[src/rtl/piccolo_dec.sv]
// piccolo_dec: iterative Piccolo-80 / Piccolo-128 decryption core, one round
// per clock. Decryption reuses the encryption round structure with reordered
// whitening keys and round keys taken from the end of the schedule. Round keys
// are derived combinationally from the latched master key and round counter.
//
// Handshakes: a transfer happens on a rising edge where valid and ready are
// both high; valid, once raised, holds its data until that edge, and ready
// never depends combinationally on the other side's valid/ready.
//
// Ports:
//   clk        rising-edge clock
//   reset      asynchronous active-low reset
//   version    0 = Piccolo-80 (25 rounds), 1 = Piccolo-128 (31 rounds)
//   key_in     master key, MSB-first; Piccolo-80 uses the top 80 bits
//   in_valid   ciphertext valid
//   in_ready   core can accept a block (IDLE)
//   ciphertext input block, MSB-first
//   out_valid  plaintext valid (DONE)
//   out_ready  sink accepts plaintext
//   plaintext  decrypted block, held until taken
//   busy       high in ROUND or DONE
module piccolo_dec #(
  parameter int DATA_W = 64,
  parameter int KEY_W  = 128
) (
  input  logic              clk,
  input  logic              reset,
  input  logic              version,
  input  logic [KEY_W-1:0]  key_in,
  input  logic              in_valid,
  output logic              in_ready,
  input  logic [DATA_W-1:0] ciphertext,
  output logic              out_valid,
  input  logic              out_ready,
  output logic [DATA_W-1:0] plaintext,
  output logic              busy
);

  typedef enum logic [1:0] {IDLE, ROUND, DONE} state_t;

  state_t       state;
  logic         ver_q;
  logic [127:0] key_q;
  logic [63:0]  x_q;
  logic [4:0]   cnt;

  function automatic logic [3:0] sbox(input logic [3:0] a);
    logic [3:0] r;
    case (a)
      4'h0: r = 4'he; 4'h1: r = 4'h4; 4'h2: r = 4'hb; 4'h3: r = 4'h2;
      4'h4: r = 4'h3; 4'h5: r = 4'h8; 4'h6: r = 4'h0; 4'h7: r = 4'h9;
      4'h8: r = 4'h1; 4'h9: r = 4'ha; 4'ha: r = 4'h7; 4'hb: r = 4'hf;
      4'hc: r = 4'h6; 4'hd: r = 4'hc; 4'he: r = 4'h5; default: r = 4'hd;
    endcase
    return r;
  endfunction

  // Multiply by x in GF(2^4) mod x^4+x+1.
  function automatic logic [3:0] mul2(input logic [3:0] a);
    return {a[2:0], 1'b0} ^ {2'b00, a[3], a[3]};
  endfunction

  function automatic logic [15:0] f_fn(input logic [15:0] x);
    logic [3:0] s0, s1, s2, s3, y0, y1, y2, y3;
    s0 = sbox(x[15:12]); s1 = sbox(x[11:8]);
    s2 = sbox(x[7:4]);   s3 = sbox(x[3:0]);
    y0 = mul2(s0) ^ mul2(s1) ^ s1 ^ s2 ^ s3;
    y1 = s0 ^ mul2(s1) ^ mul2(s2) ^ s2 ^ s3;
    y2 = s0 ^ s1 ^ mul2(s2) ^ mul2(s3) ^ s3;
    y3 = mul2(s0) ^ s0 ^ s1 ^ s2 ^ mul2(s3);
    return {sbox(y0), sbox(y1), sbox(y2), sbox(y3)};
  endfunction

  // Byte permutation (b0..b7) -> (b2,b7,b4,b1,b6,b3,b0,b5).
  function automatic logic [63:0] rp(input logic [63:0] x);
    return {x[47:40], x[7:0], x[31:24], x[55:48],
            x[15:8], x[39:32], x[63:56], x[23:16]};
  endfunction

  // 16-bit key word w, word 0 being the most significant.
  function automatic logic [15:0] kw(input logic [127:0] k, input logic [2:0] w);
    logic [127:0] s;
    s = k << ({4'b0000, w} * 7'd16);
    return s[127:112];
  endfunction

  // Source position of each word after the Piccolo-128 word shuffle.
  function automatic logic [2:0] shuffle_src(input logic [2:0] i);
    logic [2:0] r;
    case (i)
      3'd0: r = 3'd2; 3'd1: r = 3'd1; 3'd2: r = 3'd6; 3'd3: r = 3'd7;
      3'd4: r = 3'd0; 3'd5: r = 3'd3; 3'd6: r = 3'd4; default: r = 3'd5;
    endcase
    return r;
  endfunction

  // Standard round key rk_j for the selected version.
  function automatic logic [15:0] rk_fn(input logic [127:0] k, input logic ver,
                                        input logic [5:0] j);
    logic [4:0]  m, c;
    logic [31:0] con;
    logic [15:0] con_h, kk;
    logic [5:0]  s6;
    logic [2:0]  idx, n;
    m     = j[5:1];
    c     = m + 5'd1;
    con   = {c, 5'd0, c, 2'b00, c, 5'd0, c} ^ (ver ? 32'h6547a98b : 32'h0f1e2d3c);
    con_h = j[0] ? con[15:0] : con[31:16];
    if (!ver) begin
      case (m % 5'd5)
        5'd0, 5'd2: kk = j[0] ? kw(k, 3'd3) : kw(k, 3'd2);
        5'd1, 5'd4: kk = j[0] ? kw(k, 3'd1) : kw(k, 3'd0);
        default:    kk = kw(k, 3'd4);
      endcase
    end else begin
      // Word index (j+2) mod 8 traced back through the shuffles applied so far
      // (one every 8 key words), so no schedule state is needed.
      s6  = j + 6'd2;
      idx = s6[2:0];
      n   = s6[5:3];
      for (int p = 0; p < 7; p++) begin
        if (3'(p) < n) idx = shuffle_src(idx);
      end
      kk = kw(k, idx);
    end
    return con_h ^ kk;
  endfunction

  // Standard whitening key wk_w.
  function automatic logic [15:0] wk_fn(input logic [127:0] k, input logic ver,
                                        input logic [1:0] w);
    logic [15:0] k0, k1, k4, hi, r;
    k0 = kw(k, 3'd0);
    k1 = kw(k, 3'd1);
    k4 = kw(k, 3'd4);
    hi = ver ? kw(k, 3'd7) : kw(k, 3'd3);
    case (w)
      2'd0:    r = {k0[15:8], k1[7:0]};
      2'd1:    r = {k1[15:8], k0[7:0]};
      2'd2:    r = {k4[15:8], hi[7:0]};
      default: r = {hi[15:8], k4[7:0]};
    endcase
    return r;
  endfunction

  logic [4:0]  r_last, rem;
  logic [5:0]  j_lo, j_hi;
  logic [15:0] rk_lo, rk_hi, rk_a, rk_b;
  logic [63:0] x_mix, x_init, pt_final;
  logic        last;

  always_comb begin
    r_last = ver_q ? 5'd30 : 5'd24;
    rem    = r_last - cnt;
    // Decryption round i uses rk_{2R-2i-2}, rk_{2R-2i-1}, swapped on odd i.
    j_lo   = {rem, 1'b0};
    j_hi   = {rem, 1'b1};
    rk_lo  = rk_fn(key_q, ver_q, j_lo);
    rk_hi  = rk_fn(key_q, ver_q, j_hi);
    rk_a   = cnt[0] ? rk_hi : rk_lo;
    rk_b   = cnt[0] ? rk_lo : rk_hi;
    last   = (cnt == r_last);
    x_mix  = {x_q[63:48], x_q[47:32] ^ f_fn(x_q[63:48]) ^ rk_a,
              x_q[31:16], x_q[15:0]  ^ f_fn(x_q[31:16]) ^ rk_b};
    pt_final = x_mix ^ {wk_fn(key_q, ver_q, 2'd0), 16'h0000,
                        wk_fn(key_q, ver_q, 2'd1), 16'h0000};
    x_init = ciphertext ^ {wk_fn(key_in, version, 2'd2), 16'h0000,
                           wk_fn(key_in, version, 2'd3), 16'h0000};
  end

  always_ff @(posedge clk or negedge reset) begin
    if (!reset) begin
      state     <= IDLE;
      ver_q     <= 1'b0;
      key_q     <= '0;
      x_q       <= '0;
      cnt       <= '0;
      in_ready  <= 1'b1;
      out_valid <= 1'b0;
      busy      <= 1'b0;
      plaintext <= '0;
    end else begin
      case (state)
        IDLE: begin
          if (in_valid) begin
            ver_q    <= version;
            key_q    <= key_in;
            x_q      <= x_init;
            cnt      <= '0;
            in_ready <= 1'b0;
            busy     <= 1'b1;
            state    <= ROUND;
          end
        end
        ROUND: begin
          cnt <= cnt + 5'd1;
          if (last) begin
            plaintext <= pt_final;
            out_valid <= 1'b1;
            state     <= DONE;
          end else begin
            x_q <= rp(x_mix);
          end
        end
        DONE: begin
          if (out_ready) begin
            out_valid <= 1'b0;
            in_ready  <= 1'b1;
            busy      <= 1'b0;
            state     <= IDLE;
          end
        end
        default: state <= IDLE;
      endcase
    end
  end

endmodule
[config.mk]
export PLATFORM = sky130hd
export DESIGN_NAME = piccolo_dec
export DESIGN_NICKNAME = d
export VERILOG_FILES = /design/src/rtl/piccolo_dec.sv
export SDC_FILE = /design/constraint.sdc
export NUM_CORES = 1
export LEC_CHECK = 0
export CAP_MARGIN = 20
export CORE_MARGIN = 10
export CORE_UTILIZATION = 25
export CTS_CLUSTER_DIAMETER = 50
export DETAILED_ROUTE_END_ITERATION = 10
export PLACE_DENSITY = 0.55
export REMOVE_ABC_BUFFERS = 1
export SLEW_MARGIN = 25
export SYNTH_ARGS = -nofsm -noshare
export SYNTH_HDL_FRONTEND = slang
export SYNTH_SLANG_ARGS = --single-unit
[constraint.sdc]
create_clock -name clk -period 7.38 [get_ports clk]
set_input_delay 0.738 -clock clk [delete_from_list [all_inputs] [get_ports clk]]
set_output_delay 0.738 -clock clk [all_outputs]
set_load 0.01 [all_outputs]
==> results of run 1 <==
[layout make-up]
cell class | count | area, µm² | share of cell area
Inverter | 57 | 214 | 0.00910
Clock inverter | 19 | 210 | 0.00895
Multi-Input combinational cell | 1732 | 11200 | 0.476
Timing Repair Buffer | 295 | 2920 | 0.124
Clock buffer | 52 | 1090 | 0.0462
Tap cell | 959 | 1200 | 0.0511
Sequential cell | 267 | 6680 | 0.284
[registers in the layout, indices dropped and copies added (netlist names)]
signal	cells
x_q	64
plaintext	64
in_ready	1
busy	1
state	2
key_q	128
out_valid	1
cnt	5
ver_q	1
[worst paths after layout]
kind / startpoint / endpoint / depth (start not counted)
worst max register to register: ver_q / x_q[63] / 21
max in group asynchronous: reset / cnt[0] / 2
worst min-delay path: reset / plaintext[56] / 1
min in group clk: key_q[42] / key_q[42] / 2
worst min register to register: key_q[42] / key_q[42] / 2
worst max-delay path: ver_q / x_q[63] / 21
[cells in the final DEF, fill, tap and decap left out, types with 10 or more instances in the layout]
cell and n:
sky130_fd_sc_hd__o21ai_1 15, sky130_fd_sc_hd__clkbuf_16 40, sky130_fd_sc_hd__inv_1 53, sky130_fd_sc_hd__mux2i_1 85
sky130_fd_sc_hd__xor2_1 60, sky130_fd_sc_hd__nand3_1 30, sky130_fd_sc_hd__mux4_2 20, sky130_fd_sc_hd__a211oi_1 20
sky130_fd_sc_hd__dfrtp_1 265, sky130_fd_sc_hd__a31oi_1 55, sky130_fd_sc_hd__mux2_2 13, sky130_fd_sc_hd__and2_1 14
sky130_fd_sc_hd__o2111ai_1 14, sky130_fd_sc_hd__a21oi_1 93, sky130_fd_sc_hd__nor2b_1 10, sky130_fd_sc_hd__buf_4 29
sky130_fd_sc_hd__a221oi_1 12, sky130_fd_sc_hd__nor2_1 172, sky130_fd_sc_hd__clkdlybuf4s50_1 262, sky130_fd_sc_hd__o21ai_0 77
sky130_fd_sc_hd__a221o_1 11, sky130_fd_sc_hd__xnor2_1 248, sky130_fd_sc_hd__nor3_1 29, sky130_fd_sc_hd__nand2_1 544
sky130_fd_sc_hd__ha_1 68
[cell families after synthesis]
| kind of cell | Yosys count |
|---|---|
| simple gates | 845 |
| compound gates | 390 |
| xor+xnor | 310 |
| flops | 267 |
| buf+inv | 193 |
| mux | 118 |
| fa+ha+maj | 69 |
[what timing repair did]
action                     4_1_cts  5_1_grt
resized for setup                0        2
setup endpoints to repair        0       10
hold buffers                     0        0
[worst reg2reg max path: cells and delay by family, from the launching register on]
family                     cells  cell delay [ns]
xor gates and xnor gates       3             0.74
and+or+nand+nor                5             1.29
AOI/OAI and AO/OA              8             2.90
muxes                          1             0.32
DFF                            1             0.61
buffers and inverters          1             0.06
adders and majority gates      3             0.82
[metrics by stage]
stage / instances / utilization
4_1_cts: 3381 / 0.321
2_1_floorplan: 2056 / -
3_3_place_gp: 3310 / 0.303
6_report: 3381 / 0.321
3_5_place_dp: 3310 / 0.303
5_1_grt: 3381 / 0.321
[metal layers]
metal,part of all wire,vias to the layer above
li1,-,7852
met1,0.46,7845
met2,0.45,522
met3,0.072,82
met4,0.023,0
met5,0,-
==> qor_table.md, run 1 <==
| Item | Value |
| --- | --- |
| Outcome | finished, final reports clean |
| Crit path DAT | 7.30 ns |
| Maximum number of pins on one net before global-route repair | 150 |
| Num rows | 99 |
| Adder-cell share of the synthesized area | 0.0470 |
| Detailed-route via count | 16301 |
| Share of Yosys cell area claimed by the top area cell type | 0.359 |
| Core region area | 73200 µm² |
| Routing usage on met1 | 0.221 |
| Top cells by area in the synthesized netlist | sky130_fd_sc_hd__dfrtp_1 (36%), sky130_fd_sc_hd__xnor2_1 (12%), sky130_fd_sc_hd__nand2_1 (11%) |
| Final RePlAce weighted congestion | 0.889 |
| Initial antenna violation count | 1 |
| Vias per cell | 4.82 |
| Async set-or-reset flop fraction in the synthesized netlist | 1.00 |
| Number of global-route vias before repair | 15794 |
| Global-route wire length before repair | 106000 µm |
| Yosys warns | 0 |
| Most frequent cell after synthesis | sky130_fd_sc_hd__nand2_1 |
| Kind of launch point of the worst setup path | register |
| Clock-pin slew reported for the worst setup and hold paths after clock tree synthesis | 0.06 ns |
| Dominant combinational cell family by area after synthesis | simple AND/OR/NAND/NOR gates |
| Slew headroom | 0.270 |
| Antenna-violating nets left | 0 |
| Met3 GRT Util | 0.0371 |
| XOR/XNOR Fraction of Synth Area | 0.147 |
| Delay of the slowest cell on the worst path | 0.86 ns |
| Reg2reg setup slack | 0.54 ns |
| Number of fillers in the final layout | 7660 |
| Buffering stage count on the worst path with inverters included | 1 |
| Fraction of final layout cells sized beyond drive strength 1 | 0.0685 |
| Worst path cell trace | ha_1, and3b_1, o21ai_0, nand2_1, ha_1, a21oi_1, or4b_1, a311o_1, and3_4, and2_1, xnor2_1, ha_1, inv_1, a2111o_1, a211oi_4, o21ai_0, a41oi_1, xnor2_1, xnor2_1, a222oi_1, mux2_2 |
| Seq cells post-synth | 267 |
| Number of input and output port buffers inserted | 263 |
| Initial drt markers | 1489 |
| Clock Path Buffers | 3 |
| Pre-CTS setup slack | 0.217 ns |
| Initial standard-cell utilization of the core | 0.253 |
| Gr busiest metal | met2 |
| Post-layout min period | 6.84 ns |
| # IOs | 264 |
| Clock tree from TritonCTS | built |
| Post-CTS Repair Setup Buffers | 0 |
| Post-synthesis area per instance | 8.46 µm² |
| Clock insertion delay at the later pin of the skew report | 0.59 ns |
| Total global routing track utilization | 0.162 |
| Synth Area in Simple Gates | 0.185 |
| Worst hold margin | 0.0852 ns |
| Ranking of synthesized cells by instance count | sky130_fd_sc_hd__nand2_1 (546), sky130_fd_sc_hd__dfrtp_1 (266), sky130_fd_sc_hd__xnor2_1 (249) |
| Top fanout value on the critical path | 19 |
| Final critical-path share of the clock period | 0.927 |
| Count of antenna diodes in the layout | 0 |
| Setup TNS after final layout | 0 ns |
| Clock buffers created by TritonCTS | 39 |
| Final hold viol count | 0 |
| FMAX | 146 MHz |
| Worst EP required | 7.83 ns |
| Type of element capturing the critical path | register |
| Number of levels the H-tree was split into | 2 |
| Fraction of the mapped netlist area in compound gates | 0.142 |
| Number of nets in the layout | 2658 |
| Final standard cell area without fillers | 23500 µm² |
| Share of the yosys chip area belonging to registers | 0.360 |
| Total standard cell area after synthesis | 18500 µm² |
| EDFF count, synth | 0 |
| Gate family responsible for the most delay along the worst path | compound AO/OA/AOI/OAI gates |
| Multiplexer share of the synthesized area | 0.0781 |
| Met2 capacity usage during global routing | 0.255 |
| Die outline height | 292 µm |
| Cell Area, Placed | 22200 µm² |
| Mean routed wirelength per cell | 21.2 µm |
| Transition time at the pin with the least slew margin | 1.09 ns |
| Area growth from synthesis to layout | 26.7% |
| Final critical-path setup slack | 0.535 ns |
| Number of detailed-routing iterations run before antenna repair | 5 |
| Most area-hungry cell type in the Yosys netlist | sky130_fd_sc_hd__dfrtp_1 |
| Horizontal die dimension | 292 µm |
| Most instantiated flip-flop cell in the synthesis netlist | sky130_fd_sc_hd__dfrtp_1 |
| CP max-delay cell | sky130_fd_sc_hd__a211oi_4 |
| WS Path Type | reg2reg |
| Congestion Overflow GR | 0 |
| Die ar. | 85500 µm² |
| Routed wire length | 71800 µm |
| Worst min-delay path category | in2async |
| Final clock skew | 0.0415 ns |
| Fin. max-slew vios | 0 |
| Clock root cell | sky130_fd_sc_hd__clkbuf_16 |
| Clock tree sinks | 267 |
| Max Cap Violations | 0 |
| Unrepaired setup endpoints after global routing | no |
| Hpwl dp | 53700 µm |
| Finish-stage setup viols | 0 |
| Detailed-route DRC error count | 0 |
| Cells after synthesis | 2192 |
| Library cells used by synthesis | 76 |
Power of run 1 is left out: the tool's default activity adds up to more than one toggle a clock period on the data nets, which glitch-free logic cannot reach.
==> inputs of run 2 (changes only) <==
- CTS_CLUSTER_DIAMETER: 50 -> default
- SKIP_CTS_REPAIR_TIMING: default -> 1
- SLEW_MARGIN: 25 -> 20
==> run 2 against run 1 <==
Net effect:
- critical path depth stayed put
- flip-flop and latch count stayed put
- clock skew is 0.019 ns lower
- final cell count is 0.53% lower
- wire length is 0.44% lower
- non-clock buffer count stayed put
- highest routed layer unchanged
==> qor_table.md, run 2 (synthesis results as in run 1) <==
| Item | Value | Change |
| --- | --- | --- |
| Outcome | finished, final reports clean |  |
| Transition time at the pin with the least slew margin | 1.10 ns | +0.0138 ns |
| Kind of launch point of the worst setup path | register |  |
| Antenna-violating nets left | 0 | unchanged |
| Worst min-delay path category | in2async |  |
| Final hold viol count | 0 | unchanged |
| Slew headroom | 0.261 | -0.00922 |
| Die outline height | 292 µm | unchanged |
| Most common cell after layout, fill and taps aside | sky130_fd_sc_hd__nand2_1 |  |
| Biggest registers after layout | key_q x128, plaintext x64, x_q x64 |  |
| Area growth from synthesis to layout | 25.0% |  |
| Post-layout min period | 6.84 ns | -0.00389 ns |
| Clock root cell | sky130_fd_sc_hd__clkbuf_16 |  |
| Global-route wire length before repair | 105000 µm | -0.43% |
| # IOs | 264 | unchanged |
| Clock Path Buffers | 3 | unchanged |
| Initial antenna violation count | 1 | unchanged |
| Initial standard-cell utilization of the core | 0.253 | unchanged |
| Final critical-path share of the clock period | 0.927 | about the same |
| Detailed-route via count | 16175 | -0.77% |
| Final RePlAce weighted congestion | 0.889 | unchanged |
| Detailed-route DRC error count | 0 | unchanged |
| Top fanout value on the critical path | 19 | unchanged |
| Count of antenna diodes in the layout | 0 | unchanged |
| Setup TNS after final layout | 0 ns | unchanged |
| Unrepaired setup endpoints after global routing | no |  |
| Initial drt markers | 1344 | -9.7% |
| Register bank with the most flops | key_q |  |
| Maximum number of pins on one net before global-route repair | 150 | unchanged |
| Fraction of final layout cells sized beyond drive strength 1 | 0.0616 | -0.00697 |
| Final clock skew | 0.0230 ns | -0.0185 ns |
| Number of nets in the layout | 2650 | -0.30% |
| Number of input and output port buffers inserted | 263 | unchanged |
| Congestion Overflow GR | 0 | unchanged |
| Max reg flops | 128 | unchanged |
| Clock tree from TritonCTS | built |  |
| Number of levels the H-tree was split into | 1 | -1 |
| Routed wire length | 71500 µm | -0.44% |
| Clock-pin slew reported for the worst setup and hold paths after clock tree synthesis | 0.06 ns | about the same |
| Clock tree sinks | 267 | unchanged |
| Max Cap Violations | 0 | unchanged |
| Finish-stage setup viols | 0 | unchanged |
| Clock insertion delay at the later pin of the skew report | 0.58 ns | about the same |
| Num rows | 99 | unchanged |
| Total global routing track utilization | 0.160 | -0.00177 |
| Core region area | 73200 µm² | unchanged |
| Horizontal die dimension | 292 µm | unchanged |
| Die ar. | 85500 µm² | unchanged |
| Number of global-route vias before repair | 15780 | -0.089% |
| Most frequent cells in the layout | sky130_fd_sc_hd__nand2_1 (544), sky130_fd_sc_hd__dfrtp_1 (265), sky130_fd_sc_hd__clkdlybuf4s50_1 (262) |  |
| Type of element capturing the critical path | register |  |
| FMAX | 146 MHz | about the same |
| Vias per cell | 4.81 | -0.24% |
| Worst EP required | 7.85 ns | +0.02 ns |
| Fin. max-slew vios | 0 | unchanged |
| WS Path Type | reg2reg |  |
| Clock buffers created by TritonCTS | 31 | -21% |
| Crit path DAT | 7.31 ns | about the same |
| Number of detailed-routing iterations run before antenna repair | 5 | unchanged |
| Mean routed wirelength per cell | 21.3 µm | about the same |
| Hpwl dp | 53700 µm | unchanged |
| Number of fillers in the final layout | 7674 | +0.18% |
-- run 2: cell types whose count changed in the layout (fill, tap and decap cells not counted) --
cell / change
sky130_fd_sc_hd__clkbuf_16: -9
sky130_fd_sc_hd__clkbuf_8: +1
sky130_fd_sc_hd__clkinv_2: +1
sky130_fd_sc_hd__clkinv_4: -2
sky130_fd_sc_hd__clkinv_8: -1
sky130_fd_sc_hd__inv_6: -6
sky130_fd_sc_hd__inv_8: -2
sky130_fd_sc_hd__nand2_2: +1
sky130_fd_sc_hd__nand2_4: -1
-- run 2: through the flow --
stage / setup slack [ns] / hold slack, ns / std cells / instance area, µm² / util
final: 0.539 / 0.102 / 3363 / 23200 / 0.317
after global routing: 0.125 / 0.128 / 3363 / 23200 / 0.317
after CTS: 0.193 / 0.105 / 3363 / 23200 / 0.317
after detailed placement: 0.217 / 0.455 / 3310 / 22200 / 0.303
after global placement: 0.294 / 0.453 / 3310 / 22200 / 0.303
after floorplan: -1.49 / 0.438 / 2056 / 18000 / -
-- run 2: cell type report --
| cell class | instances | area [µm²] | share of cell area |
|---|---|---|---|
| Clock buffer | 44 | 875 | 0.0377 |
| Clock inverter | 9 | 106 | 0.00459 |
| Inverter | 57 | 214 | 0.00923 |
| Multi-Input combinational cell | 1732 | 11200 | 0.483 |
| Sequential cell | 267 | 6680 | 0.288 |
| Tap cell | 959 | 1200 | 0.0518 |
| Timing Repair Buffer | 295 | 2920 | 0.126 |
-- run 2: worst paths after layout --
check | start | to | cells after the start | slack (ns)
min reg2reg | key_q[42] | key_q[42] | 2 | 0.47
min in group clk | key_q[42] | key_q[42] | 2 | 0.47
max reg2reg | ver_q | x_q[63] | 21 | 0.54
max in group asynchronous | reset | cnt[0] | 2 | 5.96
max | ver_q | x_q[63] | 21 | 0.54
min | reset | plaintext[57] | 1 | 0.10
-- run 2: worst max-delay path: stages (launching register included) --
cell and delay [ns]:
sky130_fd_sc_hd__dfrtp_1 0.61, sky130_fd_sc_hd__ha_1 0.40, sky130_fd_sc_hd__and3b_1 0.28, sky130_fd_sc_hd__o21ai_0 0.24, sky130_fd_sc_hd__nand2_1 0.11, sky130_fd_sc_hd__ha_1 0.22, sky130_fd_sc_hd__a21oi_1 0.14, sky130_fd_sc_hd__or4b_1 0.48
sky130_fd_sc_hd__a311o_1 0.45, sky130_fd_sc_hd__and3_4 0.22, sky130_fd_sc_hd__and2_1 0.19, sky130_fd_sc_hd__xnor2_1 0.37, sky130_fd_sc_hd__ha_1 0.21, sky130_fd_sc_hd__inv_1 0.06, sky130_fd_sc_hd__a2111o_1 0.44, sky130_fd_sc_hd__a211oi_4 0.83
sky130_fd_sc_hd__o21ai_0 0.28, sky130_fd_sc_hd__a41oi_1 0.38, sky130_fd_sc_hd__xnor2_1 0.23, sky130_fd_sc_hd__xnor2_1 0.16, sky130_fd_sc_hd__a222oi_1 0.10, sky130_fd_sc_hd__mux2_2 0.32
-- run 2: routing by layer --
metal  GRT usage  share of wire
met1       0.219           0.46
met2       0.253           0.45
met3      0.0346          0.065
met4      0.0420          0.024
met5           0              0
Power of run 2 is left out for the same reason.
